`src/rtl/cpu_ctrl_pkg.sv`:
```
// Shared control encodings for the pipelined CPU: sequencer states and stall-cause codes.
// Pure declarations; no logic, no latency, no flow control.
package cpu_ctrl_pkg;

    localparam int CPU_ADDR_BITS = 3;

    typedef enum logic {
        ST_RUN  = 1'b0,
        ST_HALT = 1'b1
    } hazard_state_t;

    typedef enum logic [1:0] {
        CAUSE_NONE    = 2'd0,
        CAUSE_MEM     = 2'd1,
        CAUSE_LOADUSE = 2'd2,
        CAUSE_HALT    = 2'd3
    } stall_cause_t;

endpackage

```
`src/rtl/load_use_detect.sv`:
```
// Flags an ID instruction that reads the destination of a load still sitting in EX.
// Combinational, zero latency; no flow control of its own.
module load_use_detect #(
    parameter int AddrBits = cpu_ctrl_pkg::CPU_ADDR_BITS,
    parameter bit R0IsZero = 1'b1
) (
    input  logic [AddrBits-1:0] reg_a,
    input  logic [AddrBits-1:0] reg_b,
    input  logic                uses_a,
    input  logic                uses_b,
    input  logic                ex_mem_read,
    input  logic [AddrBits-1:0] ex_dest_reg,
    output logic                hit
);

    logic match_a;
    logic match_b;
    logic dest_is_r0;

    assign match_a    = uses_a && (reg_a == ex_dest_reg);
    assign match_b    = uses_b && (reg_b == ex_dest_reg);
    assign dest_is_r0 = (ex_dest_reg == '0);

    // Register 0 is hard-wired when R0IsZero, so a load into it produces nothing to wait for.
    assign hit = ex_mem_read && (match_a || match_b) && !(R0IsZero && dest_is_r0);

endmodule

```
`src/rtl/pipeline_hazard_controller.sv`:
```
// Stall/flush sequencer: memory freeze > taken branch > load-use, plus a memory-timeout watchdog.
// Mealy outputs (zero latency from inputs); HALT freezes everything until RST.
module pipeline_hazard_controller
    import cpu_ctrl_pkg::*;
#(
    parameter int AddrBits = CPU_ADDR_BITS,
    parameter int MaxWait  = 4,
    parameter int CntWidth = 16,
    parameter bit R0IsZero = 1'b1
) (
    input  logic                CLK,
    input  logic                RST,
    input  logic [AddrBits-1:0] IF_ID_RegA,
    input  logic [AddrBits-1:0] IF_ID_RegB,
    input  logic                IF_ID_UsesA,
    input  logic                IF_ID_UsesB,
    input  logic                ID_EX_MemRead,
    input  logic [AddrBits-1:0] ID_EX_DestReg,
    input  logic                EX_BranchTaken,
    input  logic                EX_MEM_MemAccess,
    input  logic                Mem_Ready,
    output logic                PC_Write,
    output logic                IF_ID_Write,
    output logic                IF_ID_Flush,
    output logic                ID_EX_Write,
    output logic                ID_EX_Flush,
    output logic                EX_MEM_Write,
    output logic                MEM_WB_Bubble,
    output logic [1:0]          Stall_Cause,
    output logic                Mem_Timeout,
    output logic [CntWidth-1:0] StallCycles
);

    localparam int WaitBits = $clog2(MaxWait + 1);
    localparam logic [WaitBits-1:0] WaitLast = WaitBits'(MaxWait - 1);

    hazard_state_t       state;
    hazard_state_t       state_nxt;
    logic [WaitBits-1:0] wait_cnt;
    logic [WaitBits-1:0] wait_cnt_nxt;
    logic [CntWidth-1:0] stall_cnt;
    stall_cause_t        cause;
    logic                freeze;
    logic                load_use_hit;

    assign freeze = EX_MEM_MemAccess && !Mem_Ready;

    load_use_detect #(
        .AddrBits (AddrBits),
        .R0IsZero (R0IsZero)
    ) u_load_use_detect (
        .reg_a       (IF_ID_RegA),
        .reg_b       (IF_ID_RegB),
        .uses_a      (IF_ID_UsesA),
        .uses_b      (IF_ID_UsesB),
        .ex_mem_read (ID_EX_MemRead),
        .ex_dest_reg (ID_EX_DestReg),
        .hit         (load_use_hit)
    );

    always_ff @(posedge CLK or posedge RST) begin
        if (RST) begin
            state    <= ST_RUN;
            wait_cnt <= '0;
        end else begin
            state    <= state_nxt;
            wait_cnt <= wait_cnt_nxt;
        end
    end

    always_comb begin
        state_nxt     = state;
        wait_cnt_nxt  = wait_cnt;
        PC_Write      = 1'b0;
        IF_ID_Write   = 1'b0;
        IF_ID_Flush   = 1'b0;
        ID_EX_Write   = 1'b0;
        ID_EX_Flush   = 1'b0;
        EX_MEM_Write  = 1'b0;
        MEM_WB_Bubble = 1'b0;
        Mem_Timeout   = 1'b0;
        cause         = CAUSE_NONE;

        // Outputs must read as reset values for as long as RST is high, not just after an edge.
        if (!RST) begin
            unique case (state)
                ST_RUN: begin
                    wait_cnt_nxt = '0;
                    if (freeze) begin
                        MEM_WB_Bubble = 1'b1;
                        cause         = CAUSE_MEM;
                        wait_cnt_nxt  = wait_cnt + WaitBits'(1);
                        if (wait_cnt == WaitLast) begin
                            state_nxt = ST_HALT;
                        end
                    end else begin
                        PC_Write     = 1'b1;
                        IF_ID_Write  = 1'b1;
                        ID_EX_Write  = 1'b1;
                        EX_MEM_Write = 1'b1;
                        if (EX_BranchTaken) begin
                            // The ID instruction is discarded anyway, so a load-use hit is moot.
                            IF_ID_Flush = 1'b1;
                            ID_EX_Flush = 1'b1;
                        end else if (load_use_hit) begin
                            PC_Write    = 1'b0;
                            IF_ID_Write = 1'b0;
                            ID_EX_Flush = 1'b1;
                            cause       = CAUSE_LOADUSE;
                        end
                    end
                end
                ST_HALT: begin
                    MEM_WB_Bubble = 1'b1;
                    Mem_Timeout   = 1'b1;
                    cause         = CAUSE_HALT;
                end
                default: begin
                    state_nxt = ST_RUN;
                end
            endcase
        end
    end

    assign Stall_Cause = cause;

    always_ff @(posedge CLK or posedge RST) begin
        if (RST) begin
            stall_cnt <= '0;
        end else if ((state == ST_RUN) && !PC_Write && (stall_cnt != '1)) begin
            stall_cnt <= stall_cnt + CntWidth'(1);
        end
    end

    assign StallCycles = stall_cnt;

endmodule

```
`config.mk`:
```
export PLATFORM = sky130hd
export DESIGN_NAME = pipeline_hazard_controller
export DESIGN_NICKNAME = d
export VERILOG_FILES = /design/src/rtl/cpu_ctrl_pkg.sv /design/src/rtl/load_use_detect.sv /design/src/rtl/pipeline_hazard_controller.sv
export SDC_FILE = /design/constraint.sdc
export NUM_CORES = 1
export LEC_CHECK = 0
export ABC_AREA = 1
export ABC_CLOCK_PERIOD_IN_PS = 1880
export CAP_MARGIN = 0
export CORE_MARGIN = 2
export CORE_UTILIZATION = 49
export CTS_BUF_LIST = sky130_fd_sc_hd__clkbuf_8
export DETAILED_ROUTE_END_ITERATION = 10
export PLACE_DENSITY = 0.82
export REMOVE_ABC_BUFFERS = 1
export SLEW_MARGIN = 20
export SYNTH_ARGS = -nofsm -noshare
export SYNTH_HDL_FRONTEND = slang
export SYNTH_SLANG_ARGS = --single-unit
```
`constraint.sdc`:
```
create_clock -name CLK -period 1.88 [get_ports CLK]
set_input_delay 0.376 -clock CLK [delete_from_list [all_inputs] [get_ports CLK]]
set_output_delay 0.376 -clock CLK [all_outputs]
set_load 0.02 [all_outputs]
```
; ---- Word level (Yosys, flattened, before mapping)
; Cells that the tools add are included.
[word_totals]
ff_bits = 20
[op_classes]
addsub = 2
reduce_logical = 13
n_bitwise = 2
muxes = 31
n_eq_ne = 4
[ops]
columns = cell, n
row1 = $mux 1, 24
row2 = $add 16x1->16 const B, 1
row3 = $ne 16x16->1 const B, 1
row4 = $mux 2, 4
row5 = $logic_and 1x1->1, 7
row6 = $eq 3x3->1, 2
row7 = $pmux 2 s2, 1
row8 = $add 3x1->3 const B, 1
row9 = $eq 3x2->1 const B, 1
row10 = $logic_not 1->1, 3
row11 = $logic_not 3->1, 1
row12 = $mux 3, 1
row13 = $not 1->1, 2
row14 = $pmux 1 s2, 1
row15 = $reduce_and 2->1, 1
row16 = $logic_or 1x1->1, 1

; ---- Depth between registers and ports, before layout
[logic_depth]
ltp_word = 13
mapped_depth = 12

; ---- Modules after synthesis
; Synthesis repeated with hierarchy kept, for this count alone.
[hier_totals]
hier_cells = 215
hier_area_um2 = 1436.4
[modules_own_cells]
columns = module, cells_each, area_each_um2, seq_area_each_um2, n_inst
row1 = pipeline_hazard_controller, 180, 1296.2, 500.5, 1
row2 = load_use_detect, 35, 140.1, 0.0, 1

; ---- Least setup slack after synthesis
; OpenSTA, ideal clock, no wires.
[synth_timing]
path_kind = input port to output port
from = in RST
to = out PC_Write
stages = 7
path_slack_ns = 0.054
required_ns = 1.504
arrival_ns = 1.450
path_cell_list = nor2_1 > inv_1 > nor2_4 > nand2_8 > buf_4 > inv_1 > buf_4
[synth_via]
elab_chain_cells = 1
[synth_lines]
columns = element, line_no
row1 = from (decl), pipeline_hazard_controller.sv:12  ; input logic RST,
row2 = $mux 1, --
row3 = to (decl), pipeline_hazard_controller.sv:22  ; output logic PC_Write,
; Every way passes these cells.

; ---- Worst setup path after layout
[layout_timing]
from = in Mem_Ready
to = out ID_EX_Flush
[layout_via]
elab_chain_cells = 5
[layout_lines]
columns = element, line_no
row1 = from (decl), pipeline_hazard_controller.sv:21  ; input logic Mem_Ready,
row2 = $logic_not 1->1, pipeline_hazard_controller.sv:46  ; assign freeze = EX_MEM_MemAccess && !Mem_Ready;
row3 = $logic_and 1x1->1, pipeline_hazard_controller.sv:46
row4 = $mux 1, pipeline_hazard_controller.sv:89  ; if (freeze) begin
row5 = $mux 1, pipeline_hazard_controller.sv:86  ; unique case (state)
row6 = $mux 1, pipeline_hazard_controller.sv:85  ; if (!RST) begin
row7 = to (decl), pipeline_hazard_controller.sv:26  ; output logic ID_EX_Flush,
; Every way passes these cells.

==> results.md <==
- # H-tree levels: 1
- Critical-path top delay cell: clkdlybuf4s50_1
- Layout cell share with drive strength beyond 1: 21.5%
- Static leakage: ~1.0 nW
- I/O pin count: 43
- Simple-Gate Fraction of Synth Area: 43.5%
- Root Buffer: clkbuf_8
- Hold slack: 0.485 ns
- Via count: 1471
- Synth top area cells: dfrtp_1 33%, nand2_1 15%, nand3_1 8.0%
- Post-synth EDFFs: 0
- Final core occ: 70.7%
- Final worst path period need: approximately 1.8 ns
- Tot GR Track Use: 22.2%
- Core area: 2980 µm²
- Clock Skews: approximately 0.0027 ns
- First DRT Iteration DRCs: 61
- Hold Vio Cnt, Final: 0
- Crit start category: input port
- Hold Crit Class: input port to asynchronous set/reset pin
- Max Slew Vio Count: 0
- Initial antenna violation count: 0
- CP cell instances: clkdlybuf4s50_1 > nor2_4 > nor2_4 > buf_12 > inv_2 > a21oi_2 > buf_6
- Biggest area consumer among synthesized cells: dfrtp_1
- Vias in the first global route: ~1400
- IO buf count: 42
- Post-synthesis mux area share: 0%
- Placed Instances: approximately 290
- Crit. End Element: output pin
- Post-Route WL: 3.57 mm
- Register Area: 500 µm²
- Syn Area/Cell: 7.16 µm²
- Synth Flop Type: dfrtp_1
- Vias per std cell: around 5.0
- Yosys reg bits: 20
- Critical path's largest stage delay: 0.50 ns
- Reg2Reg Depth: 9
- Cells after synthesis: 210
- Initial Util: 50.5%
- Maximum VDD drop: 0.520 mV
- Routability Congestion: 0.843
- Layout area overhead: 39.9%
- CP required: 1.50 ns
- Crit share post-route: 97.4%
- ANT cells: 0
- Hpwl dp: 2.49 mm
- Top-area cell type share of the netlist area: around a third
- Register area share after synthesis: 33.3%
- Crit-path max FO: 3
- Post-Synth XOR/XNOR Area: under 10%
- Post-synthesis compound-gate area fraction: under 10%
- Total grt overflow: 0
- Worst-Skew Late Latency: around 0.26 ns
- WL per Instance: 12.1 µm
- Full die area: between 3000 and 4000 µm²
- F_max: 0.546 GHz
- Rows: 20
- Status: finished clean
- Die height: 59.4 µm
- Slew @ Worst Pin: about 0.27 ns
- Mapped cell area: ~1500 µm²
- Setup TNS Final: 0 ns
- Library cells used by synthesis: 27
- Drt drc: 0
- Worst-path clk slew: 0.08 ns
- Finished Layout Cells: 294
- CTS tree: done
- Async SR Flop Fraction: 100%
- Max-cap viol count: 0
- Pre-antenna DRT Iters: 4
- # clock sinks: 20
- Cell with the most instances on the worst path: nor2_4
- Worst Setup Path Type: input port to output pin
- First-pass GRT wire length: between 6 and 7 mm
- Synth Area in Adders: 2.50%
- NumNets Final: 282
- Setup Viol. Count Final: 0
- Multi-input gate area: 878 µm²
- CTS Buf Count: 3
- Rel. slew slack: 82.2%
- Fill cells: 243
- Warnings from Yosys: 0
- Clock buffer depth: 2
- Main combinational cell family by area after synthesis: simple AND/OR/NAND/NOR gates
- Chip width: 59.4 µm
- Power Density: about 460 nW/µm²
- Antenna viol nets, final: 0
- Largest net degree at the start of global routing: 22
- CP arrival: 1.45 ns
[path summary, 6_finish.rpt]
kind	startpoint	slack, ns	end
worst max-delay path	Mem_Ready	0.05	ID_EX_Flush
worst min-delay path	RST	0.49	state
worst max register to register	StallCycles[0]	0.21	StallCycles[5]
worst min register to register	wait_cnt[0]	0.51	wait_cnt[0]
max in group asynchronous	RST	1.18	StallCycles[11]
min in group CLK	wait_cnt[0]	0.51	wait_cnt[0]
[area by class of cell]
| cell class | count | area share, % |
|---|---|---|
| repair buffers | 53 | 24.1 |
| well taps | 33 | 1.96 |
| inverters | 27 | 5.05 |
| clock buffers | 3 | 1.96 |
| flip-flops and latches | 20 | 23.8 |
| clock inverters | 1 | 1.43 |
| multi-input cells | 157 | 41.7 |
[through the flow]
step / instance area, µm² / total power, mW / setup slack (ns)
floorplan: 1450 / 0.489 / 0.138
global placement: 1960 / 0.546 / -0.619
detailed placement: 1960 / 0.549 / -0.649
CTS: 2080 / 0.972 / -0.000124
global route: 2100 / 1.01 / -0.00696
finish: 2100 / 0.969 / 0.0491
[cell usage after synthesis (3+ instances only)]
library cell	count
ha_1	3
nand4_1	3
nand2_2	13
xnor2_1	4
nor2_1	25
buf_4	4
xor2_1	8
nand2_1	61
dfrtp_1	20
nand3_1	24
inv_1	24
[registers in the layout, summed over array words and instances (netlist names)]
signal	cells
wait_cnt	3
state	1
StallCycles	16
[where the power goes]
group	internal, mW	switching, mW	total [mW]
combinational	0.0496	0.0554	0.105
clock	0.284	0.147	0.431
sequential	0.432	0.000912	0.433
[logic make-up (layout without fill, tap and decap cells)]
family,count (synthesis),in the layout
adders and majority gates,3,3
xor gates and xnor gates,12,12
DFF,20,20
AOI/OAI and AO/OA,7,7
buffers and inverters,33,84
and+or+nand+nor,135,135
[worst max-delay path: cells and delay by family]
kind / cells / cell delay (ns)
AOI/OAI and AO/OA: 1 / 0.11
buffers and inverters: 4 / 0.79
and+or+nand+nor: 2 / 0.17
[routing by layer]
layer | up-vias | track usage [%] | share of wire [%]
met2 | 33 | 38.5 | 50
met5 | - | 0 | 0
met4 | 0 | 4.87 | 0.59
met1 | 683 | 28.3 | 45
met3 | 4 | 4.37 | 3.7
li1 | 751 | - | -
[cell usage in the layout (no fill, tap or decap), drive strengths merged]
cell | Yosys | routed
nand3 | 26 | 26
o22ai | 2 | 2
a21oi | 2 | 2
dlymetal6s2s | 0 | 2
bufinv | 0 | 1
a21boi | 1 | 1
inv | 27 | 27
nor3 | 3 | 3
xnor2 | 4 | 4
nand4 | 3 | 3
nor2 | 26 | 26
clkdlybuf4s50 | 0 | 20
o21ai | 1 | 1
buf | 6 | 18
clkdlybuf4s15 | 0 | 5
dlygate4sd2 | 0 | 7
nor3b | 1 | 1
a22o | 1 | 1
xor2 | 8 | 8
nand2 | 76 | 76
dfrtp | 20 | 20
ha | 3 | 3
clkbuf | 0 | 4
[timing repair]
action,CTS,global route
hold buffers,0,0
endpoints found under the hold margin,0,0
buffers inserted,4,0
endpoints found under the setup margin,10,23
gates resized for setup,61,12
pin swaps,13,7
cloned,0,0
No activity file was read; power rests on OpenSTA's default activity.
